===== config.mk =====
export PLATFORM = sky130hd
export DESIGN_NAME = matrix_mult_feeder
export DESIGN_NICKNAME = d
export VERILOG_FILES = /design/src/rtl/matrix_mult_feeder.sv
export SDC_FILE = /design/constraint.sdc
export NUM_CORES = 1
export LEC_CHECK = 0
export ABC_AREA = 0
export BUFFER_PORTS_ARGS = -buffer_cell sky130_fd_sc_hd__buf_2
export CAP_MARGIN = 25
export CORE_AREA = 2 2 309 311
export CTS_BUF_LIST = sky130_fd_sc_hd__clkbuf_4
export DETAILED_ROUTE_END_ITERATION = 10
export DIE_AREA = 0 0 311 313
export PLACE_DENSITY = 0.66
export SLEW_MARGIN = 10
export SYNTH_ARGS = -nofsm -noshare
export SYNTH_HDL_FRONTEND = slang
export SYNTH_SLANG_ARGS = --single-unit

===== constraint.sdc =====
create_clock -name clk -period 9.6 [get_ports clk]
set_input_delay 0.96 -clock clk [delete_from_list [all_inputs] [get_ports clk]]
set_output_delay 0.96 -clock clk [all_outputs]
set_load 0.005 [all_outputs]

===== src/rtl/matrix_mult_feeder.sv =====
// Sequencer for the 4x4 16-bit matrix multiplier: collects A then B from a serial
// element stream, issues load-A / load-B / read commands and returns the product.
module matrix_mult_feeder #(
  parameter int ELEM_W   = 16,
  parameter int MULT_LAT = 1
) (
  input  logic                 clk,
  input  logic                 rst,
  input  logic                 in_valid,
  input  logic [ELEM_W-1:0]    in_data,
  output logic                 in_ready,
  output logic [16*ELEM_W-1:0] toMultBus,
  output logic                 enable,
  output logic                 RW,
  output logic                 matDecide,
  input  logic [16*ELEM_W-1:0] fromMultBus,
  output logic                 res_valid,
  output logic [16*ELEM_W-1:0] res_data,
  input  logic                 res_ready
);

  localparam int BusW = 16 * ELEM_W;

  typedef enum logic [2:0] {
    LOAD_A, ISSUE_A, LOAD_B, ISSUE_B, WAIT, ISSUE_RD, CAPTURE, OUT
  } stateT;

  stateT             state;
  logic [3:0]        elemCnt;
  logic [2:0]        waitCnt;
  logic [BusW-1:0]   aBuf;
  logic [BusW-1:0]   bBuf;
  logic              accept;
  logic              lastBeat;

  assign accept   = in_valid && in_ready;
  assign lastBeat = (elemCnt == 4'd15);

  // Command outputs default to idle every cycle so each command is a one-cycle pulse;
  // the final beat is merged straight into toMultBus because its buffer slot lands on the same edge.
  always_ff @(posedge clk) begin
    if (rst) begin
      state     <= LOAD_A;
      elemCnt   <= '0;
      waitCnt   <= '0;
      in_ready  <= 1'b0;
      enable    <= 1'b0;
      RW        <= 1'b0;
      matDecide <= 1'b0;
      toMultBus <= '0;
      res_valid <= 1'b0;
      res_data  <= '0;
    end else begin
      enable    <= 1'b0;
      RW        <= 1'b0;
      matDecide <= 1'b0;
      toMultBus <= '0;
      case (state)
        LOAD_A: begin
          in_ready <= 1'b1;
          if (accept) begin
            aBuf[{elemCnt, 4'b0000} +: ELEM_W] <= in_data;
            elemCnt <= elemCnt + 4'd1;
            if (lastBeat) begin
              in_ready  <= 1'b0;
              state     <= ISSUE_A;
              enable    <= 1'b1;
              RW        <= 1'b1;
              toMultBus <= {in_data, aBuf[BusW-ELEM_W-1:0]};
            end
          end
        end
        ISSUE_A: begin
          in_ready <= 1'b1;
          state    <= LOAD_B;
        end
        LOAD_B: begin
          in_ready <= 1'b1;
          if (accept) begin
            bBuf[{elemCnt, 4'b0000} +: ELEM_W] <= in_data;
            elemCnt <= elemCnt + 4'd1;
            if (lastBeat) begin
              in_ready  <= 1'b0;
              state     <= ISSUE_B;
              enable    <= 1'b1;
              RW        <= 1'b1;
              matDecide <= 1'b1;
              toMultBus <= {in_data, bBuf[BusW-ELEM_W-1:0]};
            end
          end
        end
        ISSUE_B: begin
          waitCnt <= '0;
          state   <= WAIT;
        end
        WAIT: begin
          if (waitCnt == 3'(MULT_LAT - 1)) begin
            state  <= ISSUE_RD;
            enable <= 1'b1;
          end else begin
            waitCnt <= waitCnt + 3'd1;
          end
        end
        ISSUE_RD: begin
          state <= CAPTURE;
        end
        CAPTURE: begin
          res_data  <= fromMultBus;
          res_valid <= 1'b1;
          state     <= OUT;
        end
        OUT: begin
          if (res_ready) begin
            res_valid <= 1'b0;
            in_ready  <= 1'b1;
            state     <= LOAD_A;
          end
        end
        default: state <= LOAD_A;
      endcase
    end
  end

endmodule


==> results of run 1 <==
-- where the power goes --
group / switching (mW) / internal [mW] / total [mW] / leakage [nW]
clock network: 1.74 / 2.10 / 3.84 / 2.13
registers: 0.00281 / 4.47 / 4.47 / 8.79
logic: 0.137 / 0.118 / 0.255 / 7.82
total: 1.88 / 6.69 / 8.57 / 18.7
-- metrics by stage --
stage	utilization, %	cells	power [mW]	cell area, um^2	setup WS (ps)
floorplan	-	2863	4.63	34800	6200
global placement	42.3	4763	4.74	39900	5300
global route	48.5	5479	8.94	45700	5560
detailed placement	42.4	4770	4.74	40000	5200
CTS	48.5	5469	8.69	45700	5840
finish	48.6	5484	8.57	45700	5820
-- flip-flops by register name (all words and copies together) (netlist names) --
name,cells
RW,1
aBuf,240
bBuf,240
elemCnt,4
enable,1
in_ready,1
matDecide,1
res_data,256
res_valid,1
state,3
toMultBus,256
waitCnt,3
-- critical path, cell delays in order, from the launching register on --
cell	delay [ps]
dfxtp_4	510
nor2b_1	260
nand2_4	690
buf_4	820
buf_4	900
nand2_1	130
a21oi_1	170
-- placed cells by master, fill, tap and decap left out, types with 35 or more instances in the layout --
cell and instances:
buf_2 791, nand2_1 546, dfxtp_1 526, edfxtp_1 480
clkbuf_4 428, nor2_1 292, a21oi_1 263, mux2i_1 243
dlygate4sd3_1 217, and2_1 101, and3_1 101, buf_4 40
clkinv_1 35
-- cell families after synthesis --
logic type      synth area share (%)
simple gates                    14.2
fa+ha+maj                      0.215
compound gates                  4.05
mux                             6.98
xor+xnor                       0.101
buf+inv                         2.79
flops                           71.6
-- area by class of cell --
type,instances,area [um^2]
multi-input cells,1651,8990
inverters,10,37.5
well taps,1265,1580
repair buffers,1056,6590
flip-flops and latches,1007,25000
fillers,8575,48400
diodes,13,32.5
clock inverters,54,302
clock buffers,428,3210
-- per-layer routing --
layer	GRT usage (%)	routed length (um)	up-vias
met1	26.0	42900	12549
li1	-	-	12203
met2	37.6	55500	1096
met3	6.55	8830	240
met4	13.0	5830	14
met5	0	84	-
-- path summary, 6_finish.rpt --
kind / startpoint / endpoint / slack (ps) / cells past startpoint
min reg2reg: bBuf[224] / toMultBus[224] / 430 / 2
max reg2reg: state[1] / res_data[245] / 5820 / 6
max: state[1] / res_data[245] / 5820 / 6
min: fromMultBus[20] / res_data[20] / 160 / 3
-- timing repair --
item | in CTS | in global routing
hold endpoints to repair | 217 | 0
endpoints found under the setup margin | 0 | 0
buffers inserted | 0 | 0
gates resized for setup | 0 | 0
hold buffers | 217 | 0
==> impl_metrics.ini, run 1 <==
[synthesis]
synth_edf_count = 480
synthesized_area_divided_by_synthesized_cell_count_um2 = 12.2
post_synth_main_area_contributors = edfxtp_1, dfxtp_1, mux2i_1
synth_cell_type_count = 44
synth-seq-cells = 1007
synthCells = 2863
synthMostInstantiatedCell = nand2_1
synthDominantAreaCellType = edfxtp_1
ys_warn_count = 0
synth_area_um2 = 34800
synth-seq-area-share_pct = 71.6
synth_largest_type_area_fraction_pct = 41.4
most_instantiated_flip_flop_cell_in_the_synthesis_netlist = dfxtp_1
synth_top_cells_by_count = nand2_1, dfxtp_1, edfxtp_1, nor2_1, a21oi_1
synth_async_reset_ratio_pct = 0
synth_fp_nets = 3145

[timing]
final_max_slew_viol_count = 0
max_clock_freq_mhz = 264
grt_setup_unrepaired = no
ratio_of_final_minimum_period_to_clock_period_pct = 39.4
final.hold.worst_slack_ps = 165
final_hold_viol_count = 0
max_slew_margin_pct = 32.1
setup_total_negative_slack_ps = 0
skew_ps = 77.4
finalSetupViolations = 0
worst-slew-pin-transition_ps = 1020
final.min_clock_period_ps = 3780

[setup_path]
timing.critical_path.from_type = register
critical_path_peak_fanout = 93
critical_path_arrival_ps = 4770
crit_type = register to register
timing.critical_path.required_ps = 10590
setup.worst_path.end_class = register

[power]
vdd_ir_drop_max_mv = 0.106
power_density_nw_per_um2 = 187
cellLeakagePower_nw = 18.7

[route]
post-route-drc-count = 0
drt_pass1_iterations = 7
detail_route.wl_per_cell_um = 20.6
dr.first_iter.drc_count = 1714
dr_total_vias = 26102
wl_mm = 113
drt-vias-per-instance = 4.76
antenna_left = 0

[die]
core_region_area_um2 = 94200
die-area_um2 = 97300
start_util_pct = 37.0
boundaryPins = 793
chipWidth_um = 311
rows = 113
die_y_um = 313

[status]
run_status = finished, final reports clean

[final_layout]
drive_gt1_share_pct = 32.0
final_nets = 4288
layout-area-overhead-vs-synth_pct = 31.2

[grt]
track_usage_pct = 22.6
maximum_number_of_pins_on_one_net_before_global_route_repair = 169
wire_length_of_the_first_global_routing_pass_mm = 162
number_of_antenna_violations_at_the_first_check_in_global_routing = 21
number_of_global_route_vias_before_repair = 25915
grt-ovfl-total = 0

[clocking]
cts_buffer_depth = 4
cts_tree = yes
clock_tree.root_cell = clkbuf_4
cts_made_buffers = 280
cts.clk_slew.worst_paths_ps = 60
cts.htree.levels = 5
worstSkewPairLatency_ps = 1100
clock_sinks = 1007

[placement]
port-buffer-count = 792
place_hpwl_mm = 76.5
place.gp.congestion = 0.891

[run]
cap_viol_max_count = 0

[min_path]
hp-class = primary input to register
Power figures use the tool's default switching activity.
==> run 2: changes to the inputs <==
Settings changed: ABC_AREA 0 to 1, CORE_AREA 2 2 309 311 to 2 2 305 307, DIE_AREA 0 0 311 313 to 0 0 307 309, PLACE_DENSITY 0.66 to 0.69.
Clock period 9.6 ns to 3.71 ns, I/O delays scaled along.
==> impl_metrics.ini, run 2 <==
[clocking]
clock_tree.root_cell = clkbuf_4
cts_buffer_depth = 4
cts_tree = yes
cts_made_buffers = 279
post-cts-setup-buffer-count = 0
worstSkewPairLatency_ps = 1090
cts.clk_slew.worst_paths_ps = 60
cts.htree.levels = 5
clock_sinks = 1007

[power]
vdd_ir_drop_max_mv = 0.603
cellLeakagePower_nw = 19.8
power_mw = 24.4
power_density_nw_per_um2 = 504

[synthesis]
most_instantiated_flip_flop_cell_in_the_synthesis_netlist = dfxtp_1
post_synth_main_area_contributors = edfxtp_1, dfxtp_1, nand3_1
synth_async_reset_ratio_pct = 0
synth_edf_count = 480
synth_largest_type_area_fraction_pct = 40.5
synth_fp_nets = 3591
synthMostInstantiatedCell = nand3_1
synth_area_um2 = 35600
synthCells = 3309
synth-seq-area-share_pct = 70.1
synthesized_area_divided_by_synthesized_cell_count_um2 = 10.8
ys_warn_count = 0
synth_cell_type_count = 25
synth_top_cells_by_count = nand3_1, dfxtp_1, a21oi_1, edfxtp_1, nand2_1
synth-seq-cells = 1007
synthDominantAreaCellType = edfxtp_1

[timing]
worst-slew-pin-transition_ps = 1130
skew_ps = 92.0
ratio_of_final_minimum_period_to_clock_period_pct = 79.9
max_clock_freq_mhz = 337
final.min_clock_period_ps = 2960
max_slew_margin_pct = 24.7
setup_total_negative_slack_ps = 0
layout_setup_ws_ps = 747
final_hold_viol_count = 0
grt_setup_unrepaired = no
final_max_slew_viol_count = 0
finalSetupViolations = 0

[placement]
port-buffer-count = 792
worst_slack_placed_ps = 886
postPlaceCellArea_um2 = 40500
place.gp.congestion = 0.916
place_hpwl_mm = 89.0

[setup_path]
critical_path_peak_fanout = 26
critical_path_arrival_ps = 3670
worstPathCellList = inv_1 -> ha_1 -> inv_1 -> nand2_1 -> nand2_2 -> buf_4 -> nand2_1 -> nor2_1 -> buf_4
crit_type = register to register
timing.critical_path.required_ps = 4410
critical-path-slowest-cell = nand2_1
timing.critical_path.from_type = register
cpPeakStageDelay_ps = 460
setup.worst_path.end_class = register

[die]
boundaryPins = 793
die-area_um2 = 94900
start_util_pct = 38.9
rows = 111
chipWidth_um = 307
core_region_area_um2 = 91400
die_y_um = 309

[final_layout]
final_nets = 4883
finalInstanceArea_um2 = 48400
reg_top3 = res_data x256, toMultBus x256
layout-area-overhead-vs-synth_pct = 35.9
drive_gt1_share_pct = 27.3
final_cell_mix = buf_2, nand3_1, dfxtp_1
layout_commonest_cell = buf_2

[grt]
track_usage_pct = 29.0
wire_length_of_the_first_global_routing_pass_mm = 202
grt-ovfl-total = 0
maximum_number_of_pins_on_one_net_before_global_route_repair = 206
number_of_global_route_vias_before_repair = 31541
number_of_antenna_violations_at_the_first_check_in_global_routing = 24

[run]
cap_viol_max_count = 0

[route]
dr.first_iter.drc_count = 3771
drt_pass1_iterations = 8
dr_total_vias = 32232
post-route-drc-count = 0
detail_route.wl_per_cell_um = 23.8
drt-vias-per-instance = 5.38
wl_mm = 143
antenna_left = 0

[status]
run_status = finished, final reports clean

[min_path]
hp-class = primary input to register
## run 2: cell count changes in the layout (fill, tap and decap cells not counted), sizes merged, moves of 101 or more
cell and change:
nand3 +788, mux2i -243, a21oi +241, dlygate4sd3 +224, nand2 -220, and2 -101
and3 -101
## run 2: routing by layer
layer,vias to the layer above,GRT usage (%),routed length (um)
met5,-,2.17,362
met2,2116,46.1,67300
li1,14334,-,-
met1,15293,33.0,50000
met4,16,19.6,9750
met3,473,9.69,15400
## run 2: cells by family after synthesis
logic type | share of synthesized area [%]
and+or+nand+nor | 18.1
xor gates and xnor gates | 0.0492
buffers and inverters | 4.31
adders and majority gates | 0.211
AOI/OAI and AO/OA | 7.21
DFF | 70.1
## run 2: path summary, 6_finish.rpt
path | from | endpoint | slack, ps | cells past startpoint
worst max-delay path | elemCnt[1] | aBuf[11] | 750 | 9
worst min-delay path | fromMultBus[188] | res_data[188] | 130 | 4
worst min register to register | res_data[224] | res_data[224] | 460 | 2
worst max register to register | elemCnt[1] | aBuf[11] | 750 | 9
## run 2: cell type report
type,instances,area [um^2]
Tap cell,1186,1480
Sequential cell,1007,25000
Multi-Input combinational cell,1945,9120
Fill cell,7904,43000
Antenna cell,17,42.5
Clock inverter,53,284
Clock buffer,419,3150
Timing Repair Buffer,1296,9030
Inverter,72,278
## run 2: report_power, final
part / switching [mW] / internal [mW] / leakage (nW) / total [mW]
Sequential: 0.0242 / 11.6 / 8.51 / 11.6
Combinational: 2.01 / 0.838 / 9.19 / 2.85
Clock: 4.57 / 5.33 / 2.08 / 9.90
Total: 6.60 / 17.8 / 19.8 / 24.4
## run 2: critical path: cells and delay by family, from the launching register on
family,cells,cell delay [ps]
adders and majority gates,1,220
buffers and inverters,4,830
DFF,1,400
and+or+nand+nor,4,1100
## run 2: timing repair
action                    4_1_cts  5_1_grt
hold endpoints to repair      528        0
resized for setup               0        0
hold buffers                  441        0
## run 2: stage by stage
stage / std cells / hold slack, ps / utilization (%)
2_1_floorplan: 3309 / 456 / -
3_3_place_gp: 5064 / 444 / 44.2
3_5_place_dp: 5065 / 449 / 44.3
4_1_cts: 5978 / 0.567 / 52.9
5_1_grt: 5993 / 51.1 / 52.9
6_report: 5995 / 134 / 52.9
